--- config.mk ---
export PLATFORM = sky130hd
export DESIGN_NAME = dbg_dump_sequencer
export DESIGN_NICKNAME = d
export VERILOG_FILES = /design/src/rtl/dbg_pkg.sv /design/src/rtl/dbg_word_serializer.sv /design/src/rtl/dbg_dump_sequencer.sv
export SDC_FILE = /design/constraint.sdc
export NUM_CORES = 1
export LEC_CHECK = 0
export ABC_CLOCK_PERIOD_IN_PS = 5300
export BUFFER_PORTS_ARGS = -buffer_cell sky130_fd_sc_hd__buf_2
export CORE_MARGIN = 2
export CORE_UTILIZATION = 55
export CTS_BUF_LIST = sky130_fd_sc_hd__clkbuf_8
export CTS_CLUSTER_SIZE = 28
export DETAILED_ROUTE_END_ITERATION = 8
export GPL_TIMING_DRIVEN = 0
export PLACE_DENSITY = 0.81
export SKIP_CTS_REPAIR_TIMING = 1
export SLEW_MARGIN = 5
export SYNTH_ARGS = -nofsm -noshare
export SYNTH_HDL_FRONTEND = slang
export SYNTH_SLANG_ARGS = --single-unit
--- constraint.sdc ---
create_clock -name i_clock -period 5.3 [get_ports i_clock]
set_input_delay 0.53 -clock i_clock [delete_from_list [all_inputs] [get_ports i_clock]]
set_output_delay 0.53 -clock i_clock [all_outputs]
set_load 0.01 [all_outputs]
--- src/rtl/dbg_pkg.sv ---
// dbg_pkg: shared encodings and constants for the debug dump sequencer.
package dbg_pkg;
  typedef enum logic [2:0] {S_IDLE, S_HDR, S_ADDR, S_LATCH, S_SEND, S_TRL, S_DONE} state_t;
  typedef enum logic [1:0] {SEC_PC, SEC_REG, SEC_MEM} sec_t;
  localparam logic [7:0] DBG_HDR = 8'hA5;
  localparam logic [7:0] DBG_TRL = 8'h5A;
  localparam int NB_BIDX = 2;
endpackage

--- src/rtl/dbg_word_serializer.sv ---
// dbg_word_serializer: MSB-first byte emitter for a loaded word, plus single framing bytes.
// A byte fires only when the FIFO is not full and no strobe was issued last cycle.
module dbg_word_serializer
  import dbg_pkg::*;
#(
  parameter int NB_DATA = 32,
  parameter int NB_BYTE = 8
) (
  input  logic               i_clock,
  input  logic               i_reset,
  input  logic               i_load,
  input  logic [NB_DATA-1:0] i_word,
  input  logic               i_send,
  input  logic               i_byte_req,
  input  logic [NB_BYTE-1:0] i_byte,
  input  logic               i_tx_full,
  output logic [NB_BYTE-1:0] o_w_data,
  output logic               o_wr,
  output logic               o_fire,
  output logic               o_last
);
  logic [NB_DATA-1:0] word_q;
  logic [NB_BIDX-1:0] bidx_q;
  logic [NB_BYTE-1:0] data_q;
  logic               wr_q;
  assign o_fire   = (i_send | i_byte_req) & ~i_tx_full & ~wr_q;
  assign o_last   = o_fire & i_send & (bidx_q == NB_BIDX'(NB_DATA / NB_BYTE - 1));
  assign o_w_data = data_q;
  assign o_wr     = wr_q;
  always_ff @(posedge i_clock or negedge i_reset)
    if (!i_reset) begin
      word_q <= '0;
      bidx_q <= '0;
      data_q <= '0;
      wr_q   <= 1'b0;
    end else begin
      wr_q <= o_fire;
      if (o_fire)
        data_q <= i_byte_req ? i_byte : word_q[NB_DATA-1 -: NB_BYTE];
      if (i_load) begin
        word_q <= i_word;
        bidx_q <= '0;
      end else if (o_fire && i_send) begin
        word_q <= word_q << NB_BYTE;
        bidx_q <= bidx_q + 1'b1;
      end
    end
endmodule

--- src/rtl/dbg_dump_sequencer.sv ---
// dbg_dump_sequencer: streams a framed PC/register/memory snapshot to the UART TX FIFO.
// Frame: A5, PC, regs 0..N-1, mem 0..count-1 (MSB byte first), 5A.
module dbg_dump_sequencer
  import dbg_pkg::*;
#(
  parameter int NB_DATA     = 32,
  parameter int NB_REG_ADDR = 5,
  parameter int NB_MEM_ADDR = 5,
  parameter int NB_BYTE     = 8
) (
  input  logic                   i_clock,
  input  logic                   i_reset,
  input  logic                   i_start,
  input  logic [NB_MEM_ADDR:0]   i_mem_count,
  input  logic [NB_DATA-1:0]     i_pc,
  input  logic [NB_DATA-1:0]     i_reg_data,
  input  logic [NB_DATA-1:0]     i_mem_data,
  input  logic                   i_tx_full,
  output logic [NB_REG_ADDR-1:0] o_reg_addr,
  output logic [NB_MEM_ADDR-1:0] o_mem_addr,
  output logic [NB_BYTE-1:0]     o_w_data,
  output logic                   o_wr_uart,
  output logic                   o_busy,
  output logic                   o_done
);
  localparam int IW = (NB_REG_ADDR > NB_MEM_ADDR ? NB_REG_ADDR : NB_MEM_ADDR) + 1;
  localparam logic [IW-1:0] REG_LAST = IW'((1 << NB_REG_ADDR) - 1);
  localparam logic [NB_MEM_ADDR:0] MEM_MAX = (NB_MEM_ADDR + 1)'(1 << NB_MEM_ADDR);
  state_t                 state_q;
  sec_t                   sec_q;
  logic [IW-1:0]          idx_q;
  logic [NB_MEM_ADDR:0]   cnt_q;
  logic [NB_REG_ADDR-1:0] reg_addr_q;
  logic [NB_MEM_ADDR-1:0] mem_addr_q;
  logic                   busy_q;
  logic                   done_q;
  logic                   fire;
  logic                   last;
  logic [IW-1:0]          sec_last;
  logic [IW-1:0]          nidx;
  logic [NB_DATA-1:0]     word_d;
  assign sec_last = (sec_q == SEC_REG) ? REG_LAST : IW'(cnt_q) - IW'(1);
  assign nidx     = idx_q + IW'(1);
  assign word_d   = (sec_q == SEC_PC) ? i_pc : (sec_q == SEC_REG) ? i_reg_data : i_mem_data;
  dbg_word_serializer #(.NB_DATA(NB_DATA), .NB_BYTE(NB_BYTE)) u_ser (
    .i_clock   (i_clock),
    .i_reset   (i_reset),
    .i_load    (state_q == S_LATCH),
    .i_word    (word_d),
    .i_send    (state_q == S_SEND),
    .i_byte_req(state_q == S_HDR || state_q == S_TRL),
    .i_byte    (state_q == S_HDR ? NB_BYTE'(DBG_HDR) : NB_BYTE'(DBG_TRL)),
    .i_tx_full (i_tx_full),
    .o_w_data  (o_w_data),
    .o_wr      (o_wr_uart),
    .o_fire    (fire),
    .o_last    (last)
  );
  always_ff @(posedge i_clock or negedge i_reset)
    if (!i_reset) begin
      state_q    <= S_IDLE;
      sec_q      <= SEC_PC;
      idx_q      <= '0;
      cnt_q      <= '0;
      reg_addr_q <= '0;
      mem_addr_q <= '0;
      busy_q     <= 1'b0;
      done_q     <= 1'b0;
    end else
      case (state_q)
        S_IDLE: begin
          done_q <= 1'b0;
          if (i_start) begin
            cnt_q   <= (i_mem_count > MEM_MAX) ? MEM_MAX : i_mem_count;
            busy_q  <= 1'b1;
            state_q <= S_HDR;
          end
        end
        S_HDR:
          if (fire) begin
            sec_q   <= SEC_PC;
            idx_q   <= '0;
            state_q <= S_ADDR;
          end
        S_ADDR:  state_q <= S_LATCH;
        S_LATCH: state_q <= S_SEND;
        S_SEND:
          if (last) begin
            // Next word in this section, else step to the next section (empty MEM skips to trailer).
            if (sec_q != SEC_PC && idx_q != sec_last) begin
              idx_q      <= nidx;
              reg_addr_q <= nidx[NB_REG_ADDR-1:0];
              mem_addr_q <= nidx[NB_MEM_ADDR-1:0];
              state_q    <= S_ADDR;
            end else if (sec_q == SEC_PC || (sec_q == SEC_REG && cnt_q != '0)) begin
              sec_q      <= (sec_q == SEC_PC) ? SEC_REG : SEC_MEM;
              idx_q      <= '0;
              reg_addr_q <= '0;
              mem_addr_q <= '0;
              state_q    <= S_ADDR;
            end else
              state_q <= S_TRL;
          end
        S_TRL:
          if (fire) begin
            done_q  <= 1'b1;
            busy_q  <= 1'b0;
            state_q <= S_DONE;
          end
        S_DONE: begin
          done_q  <= 1'b0;
          state_q <= S_IDLE;
        end
        default: state_q <= S_IDLE;
      endcase
  assign o_reg_addr = reg_addr_q;
  assign o_mem_addr = mem_addr_q;
  assign o_busy     = busy_q;
  assign o_done     = done_q;
endmodule
==> results of run 1 <==
[Yosys cell counts (all sizes together), types with 5 or more instances]
master   n
dfrtp   67
mux2i   60
nor2    48
a21oi   44
o21ai   30
a211oi  24
clkbuf  24
nand2   21
inv     18
buf     12
nand2b  10
nand3   10
nor3     8
o221ai   6
o22ai    5
[critical path, stage by stage, from the launching register on]
cell and delay [ns]:
dfrtp_1 0.33, buf_2 0.19, inv_1 0.09, ha_1 0.33, nor4bb_1 0.28, a31oi_1 0.06, o21ai_0 0.22, nand4_1 0.29
clkbuf_1 0.32, o41ai_1 0.35, a21oi_1 0.11
[flip-flops by register name (all words and copies together) (netlist names)]
name / flops
o_mem_addr: 5
o_busy: 1
state_q: 3
cnt_q: 6
u_ser.o_w_data: 8
u_ser.bidx_q: 2
idx_q: 6
u_ser.word_q: 32
u_ser.o_wr: 1
o_done: 1
sec_q: 2
[worst paths after layout]
check,from,end,slack [ns],cells after the start
setup / recovery,cnt_q[0],sec_q[0],2.63,10
max in group asynchronous,i_reset,idx_q[5],4.48,1
hold / removal,i_reset,u_ser.o_w_data[6],0.27,1
hold reg to reg,u_ser.o_w_data[0],u_ser.o_w_data[0],0.48,2
min in group i_clock,i_mem_count[4],cnt_q[4],0.43,3
setup reg to reg,cnt_q[0],sec_q[0],2.63,10
[final cells by class]
| cell class | instances | area, sq um |
|---|---|---|
| Buffer | 36 | 157.7 |
| Clock buffer | 12 | 165.2 |
| Clock inverter | 4 | 23.77 |
| Fill cell | 595 | 2203 |
| Inverter | 18 | 67.56 |
| Multi-Input combinational cell | 320 | 2125 |
| Sequential cell | 67 | 1677 |
| Tap cell | 99 | 123.9 |
| Timing Repair Buffer | 126 | 633.1 |
[per-layer routing]
| metal | share of wire | vias to the layer above |
|---|---|---|
| li1 | - | 1880 |
| met1 | 0.44 | 1844 |
| met2 | 0.49 | 158 |
| met3 | 0.058 | 19 |
| met4 | 0.020 | 0 |
| met5 | 0 | - |
[cell families after synthesis]
logic type      after synthesis
flops                        67
xor+xnor                      8
compound gates              133
fa+ha+maj                     4
simple gates                114
mux                          61
buf+inv                      54
[stage by stage]
stage                       util  total power [mW]  instances  hold WS (ns)
after floorplan                -             1.717        441        0.2344
after global placement    0.6663             1.997        666        0.4574
after detailed placement  0.6666             2.060        666        0.4655
after CTS                 0.6929             2.468        682        0.3060
after global routing      0.6929             2.670        682        0.3463
final                     0.6929             2.484        682        0.2721
[power by group]
part / switching, mW / total, mW / internal (mW)
Clock: 0.203 / 0.409 / 0.207
Combinational: 0.671 / 1.17 / 0.500
Sequential: 0.169 / 0.903 / 0.734
==> results.toml, run 1 <==
[outcome]
status = "complete, no violations"

[routing]
wl_per_cell_um = 15.87
postRouteAntennaNets = 0
drt-initial-drc-count = 226
drc = 0
wirelength_um = 10820
num_vias = 3901
post_drt_via_cell_ratio = 5.720
dr.pass1.iters = 6

[power]
power.density_nw_per_um2 = 499.5
ir_drop_mv = 0.1949
p_leak_nw = 2.471

[final_layout]
nNetsFinal = 688
layout_commonest_cell = "buf_2"
n_antenna_cell = 0
drive_gt1_frac = 0.2693
area_growth_syn_to_layout_pct = 23.49
layout_common_cells = "buf_2 (127), dfrtp_1 (67), mux2i_1 (60)"
fin_area_sq_um = 4972

[clocking]
cts_tree = "done"
clockBufferDepth = 2
htree_levels = 3
numCtsBuffers = 9
clock_latency_ns = 0.35
cts_root_buf = "clkbuf_8"
cts_sinks = 67
cts.clk_slew.worst_paths_ns = 0.08

[timing]
fin_crit_ns = 2.672
tns_ns = 0
max_freq_ghz = 0.3742
finalCritPeriodShare = 0.5042
relSlewSlack = 0.4456
setup_slack_ns = 2.628
fin_skew_ns = 0.007986
worst_pin_slew_ns = 0.8316
hold_violations = 0
finalMaxSlewViolations = 0
rsz0062_at_grt = "no"
finalSetupViolCount = 0

[yosys]
synth_warnings = 0
synth.avg_cell_area_sq_um = 9.130
synthSimpleGateAreaFrac = 0.1352
muxShareOfSynthArea = 0.1520
synth_compound_area_frac = 0.2107
synth_xor_area_frac = 0.01740
yosysSeqAreaShare = 0.4164
synth_top_family_by_area = "compound AO/OA/AOI/OAI gates"
synthArstFlopShare = 1.000
synthCells = 441
synth.distinct_cells = 50
syn_nets = 551
ys_ff_latch = 67
synth_top_cells_by_area = "dfrtp_1 (42%), mux2i_1 (15%), a21oi_1 (5.5%)"
syn-cell-area_sq_um = 4026
synth_edf_count = 0
synth_top_area_share = 0.4164
synth_largest_area_cell = "dfrtp_1"
synthAdderAreaFrac = 0.01243
synth_top_flop_cell = "dfrtp_1"

[global_route]
grtUsageMet1 = 0.3840
first_global_vias = 3467
grt_use_met2 = 0.4358
use_met3 = 0.03324
grt_pass1_wl_um = 16710
grt_usage = 0.2734
grt_max_degree = 68
grt_busiest_layer = "met2"
grt.overflow.total = 0
antenna_found_initial = 0

[job]
maxCapViolCount = 0

[die]
die_h_um = 89.56
ios = 127
core_area_sq_um = 7176
die_area_sq_um = 8021
initial_core_util = 0.5611
rows = 31
die_x_um = 89.56

[hold_path]
hold_path_class = "in -> async"

[placed_design]
gp_congestion = 0.8680
dpl.hpwl_um = 8029
post-place-ws_ns = 2.674
port_buffers = 126
placed_area_sq_um = 4783

[worst_setup_path]
crit_type = "reg -> reg"
worst-endpoint-required_ns = 5.53
crit_path_max_fanout = 10
crit_arrival_ns = 2.90
end_kind = "register"
worstSetupStartpointType = "register"
Power figures use the tool's default switching activity.
==> run 2: changes to the inputs <==
--- a/config.mk
+++ b/config.mk
@@ -5,15 +5,15 @@
 export SDC_FILE = /design/constraint.sdc
 export NUM_CORES = 1
 export LEC_CHECK = 0
-export ABC_CLOCK_PERIOD_IN_PS = 5300
+export ABC_CLOCK_PERIOD_IN_PS = 2650
 export BUFFER_PORTS_ARGS = -buffer_cell sky130_fd_sc_hd__buf_2
 export CORE_MARGIN = 2
-export CORE_UTILIZATION = 55
+export CORE_UTILIZATION = 53
 export CTS_BUF_LIST = sky130_fd_sc_hd__clkbuf_8
 export CTS_CLUSTER_SIZE = 28
 export DETAILED_ROUTE_END_ITERATION = 8
 export GPL_TIMING_DRIVEN = 0
-export PLACE_DENSITY = 0.81
+export PLACE_DENSITY = 0.79
 export SKIP_CTS_REPAIR_TIMING = 1
 export SLEW_MARGIN = 5
 export SYNTH_ARGS = -nofsm -noshare
==> constraint.sdc (replaced) <==
create_clock -name i_clock -period 2.65 [get_ports i_clock]
set_input_delay 0.265 -clock i_clock [delete_from_list [all_inputs] [get_ports i_clock]]
set_output_delay 0.265 -clock i_clock [all_outputs]
set_load 0.01 [all_outputs]
==> results.toml, run 2 (synthesized netlist as in run 1, its figures left out) <==
[worst_setup_path]
r2r_end = "idx_q[2]"
worst-endpoint-required_ns = 2.85
rrSetupSlack_ns = 0.09
reg2reg_from = "cnt_q[2]"
crit_type = "reg -> reg"
crit_arrival_ns = 2.76
worstSetupStartpointType = "register"
crit_path_end = "idx_q[2]"
crit_start = "cnt_q[2]"
crit_path_max_fanout = 6
rr_worst_depth = 8
end_kind = "register"

[routing]
num_vias = 3880
wirelength_um = 10740
drc = 0
dr.pass1.iters = 4
postRouteAntennaNets = 0
post_drt_via_cell_ratio = 5.640
drt-initial-drc-count = 235
wl_per_cell_um = 15.60

[final_layout]
layoutNonFillerInstCount = 688
regMostFlops = "u_ser.word_q"
layout_common_cells = "buf_2 (125), dfrtp_1 (67), mux2i_1 (60)"
n_antenna_cell = 0
fin_area_sq_um = 5065
area.sequential_sq_um = 1677
multi_input_comb_area_sq_um = 2181
area_growth_syn_to_layout_pct = 25.79
nNetsFinal = 694
fillers = 594
drive_gt1_frac = 0.2852
layout_commonest_cell = "buf_2"
largest_reg_flops = 32

[global_route]
antenna_found_initial = 0
grt.overflow.total = 0
first_global_vias = 3732
grt_pass1_wl_um = 17160
grt_usage = 0.2577
grt_max_degree = 68

[clocking]
cts_root_buf = "clkbuf_8"
clockBufferDepth = 2
htree_levels = 3
numCtsBuffers = 9
cts.clk_slew.worst_paths_ns = 0.07
cts_tree = "done"
clock_latency_ns = 0.34
cts_sinks = 67

[power]
internal-power_mw = 2.880
p_seq_frac = 0.362
share_comb_of_total_power = 0.491
p_sw_mw = 2.126
finalPower_mw = 5.006
p_clk_frac = 0.147
power.density_nw_per_um2 = 988.4
p_leak_nw = 2.496
swShare = 0.4247
ir_drop_mv = 0.4412

[timing]
finalMaxSlewViolations = 0
fin_crit_ns = 2.564
max_freq_ghz = 0.3900
holdWs_ns = 0.01951
finalCritPeriodShare = 0.9677
fin_skew_ns = 0.006468
tns_ns = 0
finalSetupViolCount = 0
hold_violations = 0
worst_pin_slew_ns = 0.8321
relSlewSlack = 0.4453

[die]
die_area_sq_um = 8310
ios = 127
die_h_um = 91.16
die_x_um = 91.16
rows = 31
core_area_sq_um = 7292
initial_core_util = 0.5522

[placed_design]
gp_congestion = 0.8511
port_buffers = 126
dp_cells = 666
placed_area_sq_um = 4783
dpl.hpwl_um = 8013

[job]
maxCapViolCount = 0

[hold_path]
hold_path_class = "in -> async"

[outcome]
status = "complete, no violations"
## run 2: per-stage QoR
step	setup WS [ns]	utilization
6_report	0.08567	0.6946
5_1_grt	-0.05739	0.6946
4_1_cts	0.009329	0.6790
3_5_place_dp	0.03046	0.6560
3_3_place_gp	0.1139	0.6556
2_1_floorplan	0.3354	-
## run 2: power by group through the flow
stage | Sequential (mW) | Combinational, mW | Clock, mW
after detailed placement | 1.81 | 2.30 | 0
final | 1.81 | 2.46 | 0.738
after floorplan | 1.76 | 1.67 | 0
after global placement | 1.78 | 2.22 | 0
after global routing | 1.86 | 2.72 | 0.803
after CTS | 1.79 | 2.31 | 0.740
## run 2: worst min path at each step
stage | start | end | slack (ns)
after global placement | u_ser.o_w_data[0] | u_ser.o_w_data[0] | 0.46
after global routing | i_reset | o_mem_addr[0] | 0.07
after CTS | i_reset | u_ser.o_w_data[4] | 0.06
after floorplan | i_reset | cnt_q[0] | -0.03
final | i_reset | o_mem_addr[0] | 0.02
after detailed placement | i_reset | o_mem_addr[2] | 0.43
## run 2: routing by layer
layer / part of all wire / track usage / vias to the layer above
met2: 0.49 / 0.4080 / 141
met1: 0.44 / 0.3416 / 1841
met3: 0.058 / 0.05726 / 11
met4: 0.013 / 0.1098 / 0
met5: 0 / 0 / -
li1: - / - / 1887
## run 2: critical path, cell delays in order (launching register included)
cell and delay [ns]:
dfrtp_1 0.48, nor3_1 0.55, a2111oi_0 0.22, a31oi_1 0.21, nand4_1 0.27, buf_4 0.23
o211ai_1 0.17, buf_4 0.16, o221ai_1 0.12
## run 2: area by class of cell
class,count,share of cell area
clock buffer,9,0.02446
sequential,67,0.3310
clock inverter,7,0.008646
tap,99,0.02446
inverter,18,0.01334
multi-input combinational,320,0.4306
buffer,36,0.03360
timing repair buffer,132,0.1339
==> run 3: changes to the inputs <==
--- a/config.mk
+++ b/config.mk
@@ -5,6 +5,7 @@
 export SDC_FILE = /design/constraint.sdc
 export NUM_CORES = 1
 export LEC_CHECK = 0
+export ABC_AREA = 1
 export ABC_CLOCK_PERIOD_IN_PS = 2650
 export BUFFER_PORTS_ARGS = -buffer_cell sky130_fd_sc_hd__buf_2
 export CORE_MARGIN = 2
==> results.toml, run 3 <==
[clocking]
htree_levels = 3
clock_latency_ns = 0.35
cts.clk_slew.worst_paths_ns = 0.08
cts_sinks = 67
cts_tree = "done"
numCtsBuffers = 9
clockBufferDepth = 2
cts_root_buf = "clkbuf_8"

[outcome]
status = "complete, but fails checks"
failed_checks = "hold timing"

[die]
core_area_sq_um = 7137
ios = 127
die_x_um = 89.36
die_h_um = 89.36
die_area_sq_um = 7984
initial_core_util = 0.5410
rows = 31

[routing]
wirelength_um = 10390
wl_met1_um = 4521
routed.top_layer = "met4"
drt-initial-drc-count = 234
postRouteAntennaNets = 0
dr.pass1.iters = 6
post_drt_via_cell_ratio = 5.171
num_vias = 3956
drc = 0
wl_met3_um = 535
wl_met2_um = 5163
wl_per_cell_um = 13.58

[worst_setup_path]
slowest_stage = "dfrtp_1"
rr_worst_depth = 12
max_stage_delay_ns = 0.39
r2r_end = "state_q[0]"
crit_type = "reg -> reg"
cp_top_family = "simple AND/OR/NAND/NOR gates"
cpMostUsedCell = "nand2_1"
cp_cell_sequence = "nor2_1 > nand2_1 > o21ai_0 > nand3_1 > nand2_1 > nand2_1 > nand2_1 > nand2_2 > nand3_1 > nand2_1 > nand2_1 > nand2_1"
reg2reg_from = "cnt_q[2]"
crit_start = "cnt_q[2]"
end_kind = "register"
crit_path_max_fanout = 7
crit_arrival_ns = 2.24
rrSetupSlack_ns = 0.66
worstSetupStartpointType = "register"
path_buf_inv = 0
worst-endpoint-required_ns = 2.90

[global_route]
grt_usage = 0.2711
grt_pass1_wl_um = 16570
grt_max_degree = 68
grt.overflow.total = 0
antenna_found_initial = 0
first_global_vias = 3682

[yosys]
synthCells = 524
syn-cell-area_sq_um = 3861
yosysSeqAreaShare = 0.4342
syn_nets = 634
synth.avg_cell_area_sq_um = 7.369
synth.distinct_cells = 38
yosysMostFrequentCell = "nand2_1"
synth_top_cells_by_area = "dfrtp_1 (43%), nand2_1 (19%), nand3_1 (5.4%)"
synth_largest_area_cell = "dfrtp_1"
synth_top_area_share = 0.4342
synthArstFlopShare = 1.000
synth_edf_count = 0
yosys-top-cells-count = "nand2_1 (191), dfrtp_1 (67), nand3_1 (42), o21ai_0 (37), inv_1 (31)"
synth_top_flop_cell = "dfrtp_1"
synth_warnings = 0
ys_ff_latch = 67

[timing]
finalMaxSlewViolations = 0
hold_violations = 1
finalSetupViolCount = 0
fin_skew_ns = 0.01188
finalCritPeriodShare = 0.7507
setup_slack_ns = 0.6605
holdWs_ns = -0.003983
fin_crit_ns = 1.989
relSlewSlack = 0.4366
rsz0062_at_grt = "no"
tns_ns = 0
worst_pin_slew_ns = 0.8451
max_freq_ghz = 0.5026

[power]
p_leak_nw = 2.565
power.density_nw_per_um2 = 1035
ir_drop_mv = 0.5069
finalPower_mw = 5.014

[final_layout]
fillers = 663
drive_gt1_frac = 0.2778
n_antenna_cell = 0
layout_common_cells = "nand2_1 (191), buf_2 (130), dfrtp_1 (67)"
regMostFlops = "u_ser.word_q"
largest_reg_flops = 32
layoutNonFillerInstCount = 765
area_growth_syn_to_layout_pct = 25.47
layout_commonest_cell = "nand2_1"
nNetsFinal = 771

[job]
maxCapViolCount = 0

[placed_design]
gp_congestion = 0.8396
dpl.hpwl_um = 7776
dp_cells = 749
post-place-ws_ns = 0.6974
port_buffers = 126

[hold_path]
hold_path_class = "in -> async"
-- run 3: cell types whose count changed in the layout (fill, tap and decap cells not counted), sizes merged, moves of 22 or more --
cell,before,now
inv,19,41
a211oi,24,0
nand3,10,44
nand2,21,199
mux2i,60,0
a21oi,44,18
-- run 3: logic make-up (layout without fill, tap and decap cells) --
kind of cell / Yosys count / in the layout / synth area share
AOI/OAI and AO/OA: 97 / 97 / 0.1507
xor gates and xnor gates: 2 / 2 / 0.004537
adders and majority gates: 4 / 4 / 0.01296
buffers and inverters: 71 / 213 / 0.08068
DFF: 67 / 67 / 0.4342
and+or+nand+nor: 283 / 283 / 0.3169
-- run 3: metal layers --
| metal | track usage | vias to the layer above |
|---|---|---|
| met5 | 0 | - |
| met3 | 0.03601 | 15 |
| met2 | 0.4566 | 123 |
| met4 | 0.08820 | 0 |
| met1 | 0.3625 | 1816 |
| li1 | - | 2002 |
-- run 3: per-stage QoR --
step | instance area, sq um | util
6_report | 4845 | 0.6788
5_1_grt | 4845 | 0.6788
4_1_cts | 4845 | 0.6788
3_5_place_dp | 4618 | 0.6471
3_3_place_gp | 4616 | 0.6467
2_1_floorplan | 3861 | -
-- run 3: layout make-up --
class	instances	area (sq um)	share of cell area
multi-input combinational	386	1873	0.3866
sequential	67	1677	0.3461
timing repair buffer	126	633.1	0.1307
inverter	42	158.9	0.03280
buffer	29	152.6	0.03151
clock buffer	10	137.6	0.02841
tap	99	123.9	0.02557
clock inverter	6	88.84	0.01834
-- run 3: how the worst max path moves through the flow --
stage / endpoint / slack [ns] / cells after the start
final: state_q[0] / 0.66 / 12
after global routing: state_q[2] / 0.41 / 16
after CTS: idx_q[1] / 0.66 / 15
after detailed placement: o_mem_addr[1] / 0.70 / 15
after global placement: idx_q[1] / 0.74 / 15
after floorplan: idx_q[2] / 0.96 / 15
-- run 3: power by group --
part	internal (mW)	switching, mW
Combinational	0.856	1.58
Sequential	1.39	0.217
Clock	0.555	0.420
Total	2.80	2.22
